**src/rtl/muldiv_ctrl.sv**
```systemverilog
// muldiv_ctrl: iterative MULT/MULTU/DIV/DIVU sequencer owning the HI/LO pair (rev 1.0).
// Optional build macro MULDIV_EARLY_OUT_EN: multiplies finish once the remaining multiplier bits are zero.
`default_nettype none

module muldiv_ctrl #(
   parameter int WIDTH = 32
) (
   input  logic             clk,
   input  logic             rst_n,
   input  logic             start,
   input  logic [5:0]       funct,
   input  logic [WIDTH-1:0] op_a,
   input  logic [WIDTH-1:0] op_b,
   input  logic             rd_req,
   input  logic             hi_we,
   input  logic             lo_we,
   input  logic [WIDTH-1:0] wdata,
   output logic [WIDTH-1:0] hi,
   output logic [WIDTH-1:0] lo,
   output logic             busy,
   output logic             stall,
   output logic             done,
   output logic             div_zero
);

   localparam int CW = $clog2(WIDTH + 1);

   typedef enum logic [1:0] {
      S_IDLE  = 2'd0,
      S_CALC  = 2'd1,
      S_FIXUP = 2'd2
   } state_t;

   state_t             state_q, state_d;
   logic [CW-1:0]      count_q, count_d;
   logic [2*WIDTH-1:0] mcand_q, mcand_d;
   logic [WIDTH-1:0]   mplr_q, mplr_d;
   logic [2*WIDTH-1:0] acc_q, acc_d;
   logic               is_div_q, is_div_d;
   logic               neg_q, neg_d;
   logic               sign_a_q, sign_a_d;
   logic               bz_q, bz_d;
   logic [WIDTH-1:0]   hi_q, hi_d;
   logic [WIDTH-1:0]   lo_q, lo_d;
   logic               done_q, done_d;
   logic               dz_q, dz_d;

   logic               w_valid;
   logic               w_signed;
   logic               w_isdiv;
   logic [WIDTH-1:0]   w_a_mag;
   logic [WIDTH-1:0]   w_b_mag;
   logic [WIDTH:0]     w_trial;
   logic               w_fits;
   logic [2*WIDTH-1:0] w_add;

   assign w_valid  = start && (funct[5:2] == 4'b0110);
   assign w_signed = ~funct[0];
   assign w_isdiv  = funct[1];
   assign w_a_mag  = (w_signed && op_a[WIDTH-1]) ? -op_a : op_a;
   assign w_b_mag  = (w_signed && op_b[WIDTH-1]) ? -op_b : op_b;

   // Restoring divide: acc holds {remainder, dividend/quotient}; trial-subtract the shifted remainder.
   assign w_trial  = acc_q[2*WIDTH-1:WIDTH-1] - {1'b0, mplr_q};
   assign w_fits   = ~w_trial[WIDTH];
   assign w_add    = mplr_q[0] ? (acc_q + mcand_q) : acc_q;

   always_comb begin
      state_d  = state_q;
      count_d  = count_q;
      mcand_d  = mcand_q;
      mplr_d   = mplr_q;
      acc_d    = acc_q;
      is_div_d = is_div_q;
      neg_d    = neg_q;
      sign_a_d = sign_a_q;
      bz_d     = bz_q;
      hi_d     = hi_q;
      lo_d     = lo_q;
      done_d   = 1'b0;
      dz_d     = 1'b0;
      case (state_q)
         S_IDLE: begin
            if (hi_we) hi_d = wdata;
            if (lo_we) lo_d = wdata;
            if (w_valid) begin
               is_div_d = w_isdiv;
               sign_a_d = w_signed & op_a[WIDTH-1];
               neg_d    = w_signed & (op_a[WIDTH-1] ^ op_b[WIDTH-1]);
               bz_d     = (op_b == '0);
               mplr_d   = w_b_mag;
               count_d  = CW'(WIDTH);
               if (w_isdiv) begin
                  acc_d   = {{WIDTH{1'b0}}, w_a_mag};
                  mcand_d = '0;
               end else begin
                  acc_d   = '0;
                  mcand_d = {{WIDTH{1'b0}}, w_a_mag};
               end
               state_d  = S_CALC;
            end
         end
         S_CALC: begin
            count_d = count_q - CW'(1);
            if (is_div_q) begin
               acc_d = {(w_fits ? w_trial[WIDTH-1:0] : acc_q[2*WIDTH-2:WIDTH-1]),
                        acc_q[WIDTH-2:0], w_fits};
            end else begin
               acc_d   = w_add;
               mcand_d = mcand_q << 1;
               mplr_d  = mplr_q >> 1;
            end
            if (count_q == CW'(1)) state_d = S_FIXUP;
`ifdef MULDIV_EARLY_OUT_EN
            if (!is_div_q && (mplr_q == '0)) state_d = S_FIXUP;
`else
`endif
         end
         S_FIXUP: begin
            done_d  = 1'b1;
            state_d = S_IDLE;
            if (is_div_q) begin
               // A zero divisor yields all-ones quotient naturally, but sign fixup must not touch it.
               lo_d = bz_q ? '1 : (neg_q ? -acc_q[WIDTH-1:0] : acc_q[WIDTH-1:0]);
               hi_d = sign_a_q ? -acc_q[2*WIDTH-1:WIDTH] : acc_q[2*WIDTH-1:WIDTH];
               dz_d = bz_q;
            end else begin
               {hi_d, lo_d} = neg_q ? -acc_q : acc_q;
            end
         end
         default: state_d = S_IDLE;
      endcase
   end

   always_ff @(posedge clk or negedge rst_n) begin
      if (!rst_n) begin
         state_q  <= S_IDLE;
         count_q  <= '0;
         mcand_q  <= '0;
         mplr_q   <= '0;
         acc_q    <= '0;
         is_div_q <= 1'b0;
         neg_q    <= 1'b0;
         sign_a_q <= 1'b0;
         bz_q     <= 1'b0;
         hi_q     <= '0;
         lo_q     <= '0;
         done_q   <= 1'b0;
         dz_q     <= 1'b0;
      end else begin
         state_q  <= state_d;
         count_q  <= count_d;
         mcand_q  <= mcand_d;
         mplr_q   <= mplr_d;
         acc_q    <= acc_d;
         is_div_q <= is_div_d;
         neg_q    <= neg_d;
         sign_a_q <= sign_a_d;
         bz_q     <= bz_d;
         hi_q     <= hi_d;
         lo_q     <= lo_d;
         done_q   <= done_d;
         dz_q     <= dz_d;
      end
   end

   assign hi       = hi_q;
   assign lo       = lo_q;
   assign busy     = (state_q != S_IDLE);
   assign stall    = busy & (start | rd_req | hi_we | lo_we);
   assign done     = done_q;
   assign div_zero = dz_q;

endmodule

`default_nettype wire

```
**config.mk**
```make
export PLATFORM = sky130hd
export DESIGN_NAME = muldiv_ctrl
export DESIGN_NICKNAME = d
export VERILOG_FILES = /design/src/rtl/muldiv_ctrl.sv
export SDC_FILE = /design/constraint.sdc
export NUM_CORES = 1
export LEC_CHECK = 0
export ABC_AREA = 1
export CORE_MARGIN = 2
export CORE_UTILIZATION = 55
export DETAILED_ROUTE_END_ITERATION = 16
export PLACE_DENSITY = 0.78
export SLEW_MARGIN = 20
export SYNTH_ARGS = -nofsm -noshare
export SYNTH_HDL_FRONTEND = slang
export SYNTH_SLANG_ARGS = --single-unit
```
**constraint.sdc**
```tcl
create_clock -name clk -period 2.5 [get_ports clk]
set_clock_uncertainty 0.2 [all_clocks]
set_input_delay 0.5 -clock clk [delete_from_list [all_inputs] [get_ports clk]]
set_output_delay 0.5 -clock clk [all_outputs]
set_load 0.01 [all_outputs]
```
==> impl_results.md <==
* VDD IR-drop max at 1140 uV
* Data arrival time of the critical path at 2.88 ns
* Floorplan Core Area at 42800 um^2
* Dominant cells by area after synthesis: sky130_fd_sc_hd__dfrtp_1, sky130_fd_sc_hd__nand2_1, sky130_fd_sc_hd__inv_1, sky130_fd_sc_hd__nand3_1, sky130_fd_sc_hd__a21oi_1
* Number of detailed-routing iterations run before antenna repair at 7
* GP Congestion at 1.04
* Met1 track demand over resource in global routing at 0.554
* Multiplexer share of the synthesized area at 0
* Number of nets still failing antenna checks after routing at 0
* R2R Path End: acc_q[56]
* Origin of the critical flop-to-flop path: mplr_q[27]
* Starting utilization of the core area at 0.553
* Initial detailed-routing violation count at 3681
* I/O pin cnt at 176
* Grt total ovfl at 0
* Vias in the first global route at approximately 28000
* Post-layout instance count excluding filler cells at 5367
* Cell Pwr Density at 1550 nW/um^2
* WP data required at 2.75 ns
* Period minus WS final at 2.63 ns
* Die area at 44700 um^2
* Post-synthesis share of cell area spent on xor and xnor gates at 0.0289
* Hold Fails Final Rpt at 0
* Nature of the critical path endpoint: register
* Global-route track usage on met3 at 0.0911
* Hold slack final at 0.244 ns
* Cell area after technology mapping at 23700 um^2
* IO buf count at 175
* Failing checks: negative setup slack
* Vert. Die Dim at 211 um
* Detail Placement HPWL at 79.3 mm
* Overall via count from detail_route at 30263
* Nets in the synthesized netlist at 4321
* Final Worst Setup Slack at -0.133 ns
* Commonest non-fill, non-tap cell in the layout: sky130_fd_sc_hd__nand2_1
* Run status: complete, but fails checks
* First-pass GRT wire length at 151 mm
* Adder-cell share of the synthesized area at 0.0551
* Area growth, synth to finish at 39.7%
* Maximum number of pins on one net before global-route repair at 71
* Clock transition at path regs at 0.06 ns
* Met2 demand-to-capacity share in global routing at 0.696
* H-Tree Depth at 1
* Worst slew margin at 0.501
* P_leak at between 15 and 20 nW
* Final setup viols at 32
* Global routing usage summed across all routing layers at 0.438
* Maximum clock rate at approximately 380 MHz
* Placed instance count at 5281
* Diode count at 0
* Final Max Tran Viols at 0
* Post-synthesis instance total at 4110
* Average cell area after synthesis at 5.76 um^2
* Share of the core filled with cells in the final layout at 0.773
* Share of layout cells above drive strength 1 at 0.208
* Worst min-delay path class: input port to async pin
* Num CTS Buffers at 29
* Setup repair after global routing missed its margin: yes
* Maximum fanout along the worst path at 6
* Register-to-register setup slack at -0.13 ns
* Transition time of the tightest slew-check pin at 0.745 ns
* Main combinational cell family by area after synthesis: simple AND/OR/NAND/NOR gates
* Detail-routed via count per cell at 5.64
* Total of flip-flops plus latches after synthesis at 238
* Routed length per instance at 19.0 um
* Most used cells in the layout excluding fill and tap cells: sky130_fd_sc_hd__nand2_1, sky130_fd_sc_hd__inv_1, sky130_fd_sc_hd__buf_4, sky130_fd_sc_hd__nor2_1, sky130_fd_sc_hd__nand3_1
* Detailed-route DRC error count at 0
* CTS tree: yes
* Post-detailed-routing wire length at ~100 mm
* Number of rows created at floorplan at 76
* Worst setup path class: register to register
* Cell type with the largest total area after synthesis: sky130_fd_sc_hd__dfrtp_1
* Antenna violations before repair at 1
* Fraction of the mapped netlist area in compound gates at 0.141
* Clk root buf: sky130_fd_sc_hd__clkbuf_16
* Number of max-capacitance violations reported at 0
* Number of nets at the end of the flow at 5011
* Total of warnings raised by yosys at 0
* Period Utilization, post-route at 1.05
* Launching element type of the critical path: register
* Width of the die at 211 um
* Post-synthesis cell type count at 47
* Global-route layer with the greatest usage: met2
* Share of synthesized cell area in and, or, nand and nor gates at 0.391
* Clock Path Buffers at 3
* Insertion delay to the later sink of the worst-skew pair at 0.59 ns
* Yosys top cell area share at 0.252
* Number of clock sinks seen by CTS at 238
* Share of synthesized area occupied by flip-flops and latches at 0.252
* Number of cells on the worst reg-to-reg path at 18
==> sequential cells by signal, summed over array words and instances (netlist names), 2 cells and up <==
signal and count:
mplr_q 32, lo 32, count_q 6, hi 32, state_q 2, acc_q 64
mcand_q 64
==> cell families after synthesis <==
| group | count (synthesis) |
|---|---|
| adder cells (fa/ha/maj) | 103 |
| flip-flops | 238 |
| buffers and inverters | 823 |
| AO/OA/AOI/OAI | 609 |
| AND/OR/NAND/NOR | 2259 |
| XOR/XNOR | 78 |
==> cells in the mapped netlist (all sizes together) <==
library cell  number
a21o              11
a21oi            314
a221oi             2
a22oi             34
a31oi             16
and2               7
and3               3
buf               45
clkbuf            69
clkinv             4
dfrtp            238
fa                 2
ha               101
inv              705
nand2           1365
nand3            353
nand3b             5
nand4             38
nor2             423
nor3              50
nor3b              3
nor4               7
o2111ai            1
o211ai            24
o21ai            167
o21bai             3
o22a               2
o22ai             32
o31ai              2
o41ai              1
or2                5
xnor2             24
xor2              54
==> per-stage QoR <==
stage	total power, mW	cell area, um^2	setup WS [ns]	TNS, ns
after CTS	46.9	31700	-0.103	-2.93
after global routing	54.4	33100	-0.199	-6.16
final	51.1	33100	-0.133	-2.27
after global placement	39.9	30100	-0.229	-11.55
after floorplan	25.5	23700	0.0109	0
after detailed placement	40.4	30100	-0.271	-18.33
==> worst max path at each step <==
stage | cells past startpoint | from | to
2_1_floorplan | 19 | acc_q[31] | acc_q[58]
5_1_grt | 19 | acc_q[31] | acc_q[56]
6_report | 18 | mplr_q[27] | acc_q[56]
3_5_place_dp | 17 | acc_q[31] | acc_q[0]
4_1_cts | 19 | acc_q[31] | acc_q[56]
3_3_place_gp | 11 | op_a[11] | acc_q[17]
==> cell type report <==
class,count,area [um^2]
fillers,3431,9720
multi-input cells,3049,16000
well taps,546,683
flip-flops and latches,238,5990
clock buffers,34,785
inverters,709,2670
repair buffers,773,6600
clock inverters,18,334
==> report_power, final <==
group,internal (mW),switching [mW],total (mW)
Clock,3.17,1.91,5.07
Sequential,5.72,1.89,7.61
Combinational,16.0,22.4,38.5
==> what timing repair did <==
item | 4_1_cts | 5_1_grt
setup endpoints to repair | 53 | 84
hold endpoints to repair | 45 | 0
setup buffers | 9 | 21
hold buffers | 1 | 0
gates cloned | 2 | 1
resized for setup | 88 | 266
pin swaps | 31 | 31
==> critical path, stage by stage, from the launching register on <==
cell	delay, ns
sky130_fd_sc_hd__dfrtp_1	0.40
sky130_fd_sc_hd__inv_2	0.16
sky130_fd_sc_hd__ha_1	0.30
sky130_fd_sc_hd__nand2_2	0.13
sky130_fd_sc_hd__inv_2	0.03
sky130_fd_sc_hd__nand2_1	0.05
sky130_fd_sc_hd__nand2_1	0.07
sky130_fd_sc_hd__nand2_1	0.07
sky130_fd_sc_hd__nand2_1	0.05
sky130_fd_sc_hd__a21oi_2	0.12
sky130_fd_sc_hd__buf_6	0.17
sky130_fd_sc_hd__nand2_8	0.07
sky130_fd_sc_hd__nand2_4	0.08
sky130_fd_sc_hd__nand2_8	0.10
sky130_fd_sc_hd__buf_6	0.15
sky130_fd_sc_hd__nand2_1	0.07
sky130_fd_sc_hd__nand3_1	0.10
sky130_fd_sc_hd__nand3_1	0.11
sky130_fd_sc_hd__nand2_1	0.06
==> metal layers <==
layer / share of wire / up-vias
met1: 0.38 / 13657
li1: - / 14407
met2: 0.44 / 1812
met3: 0.11 / 385
met4: 0.068 / 2
met5: 0.000098 / -
Power figures use the tool's default switching activity.
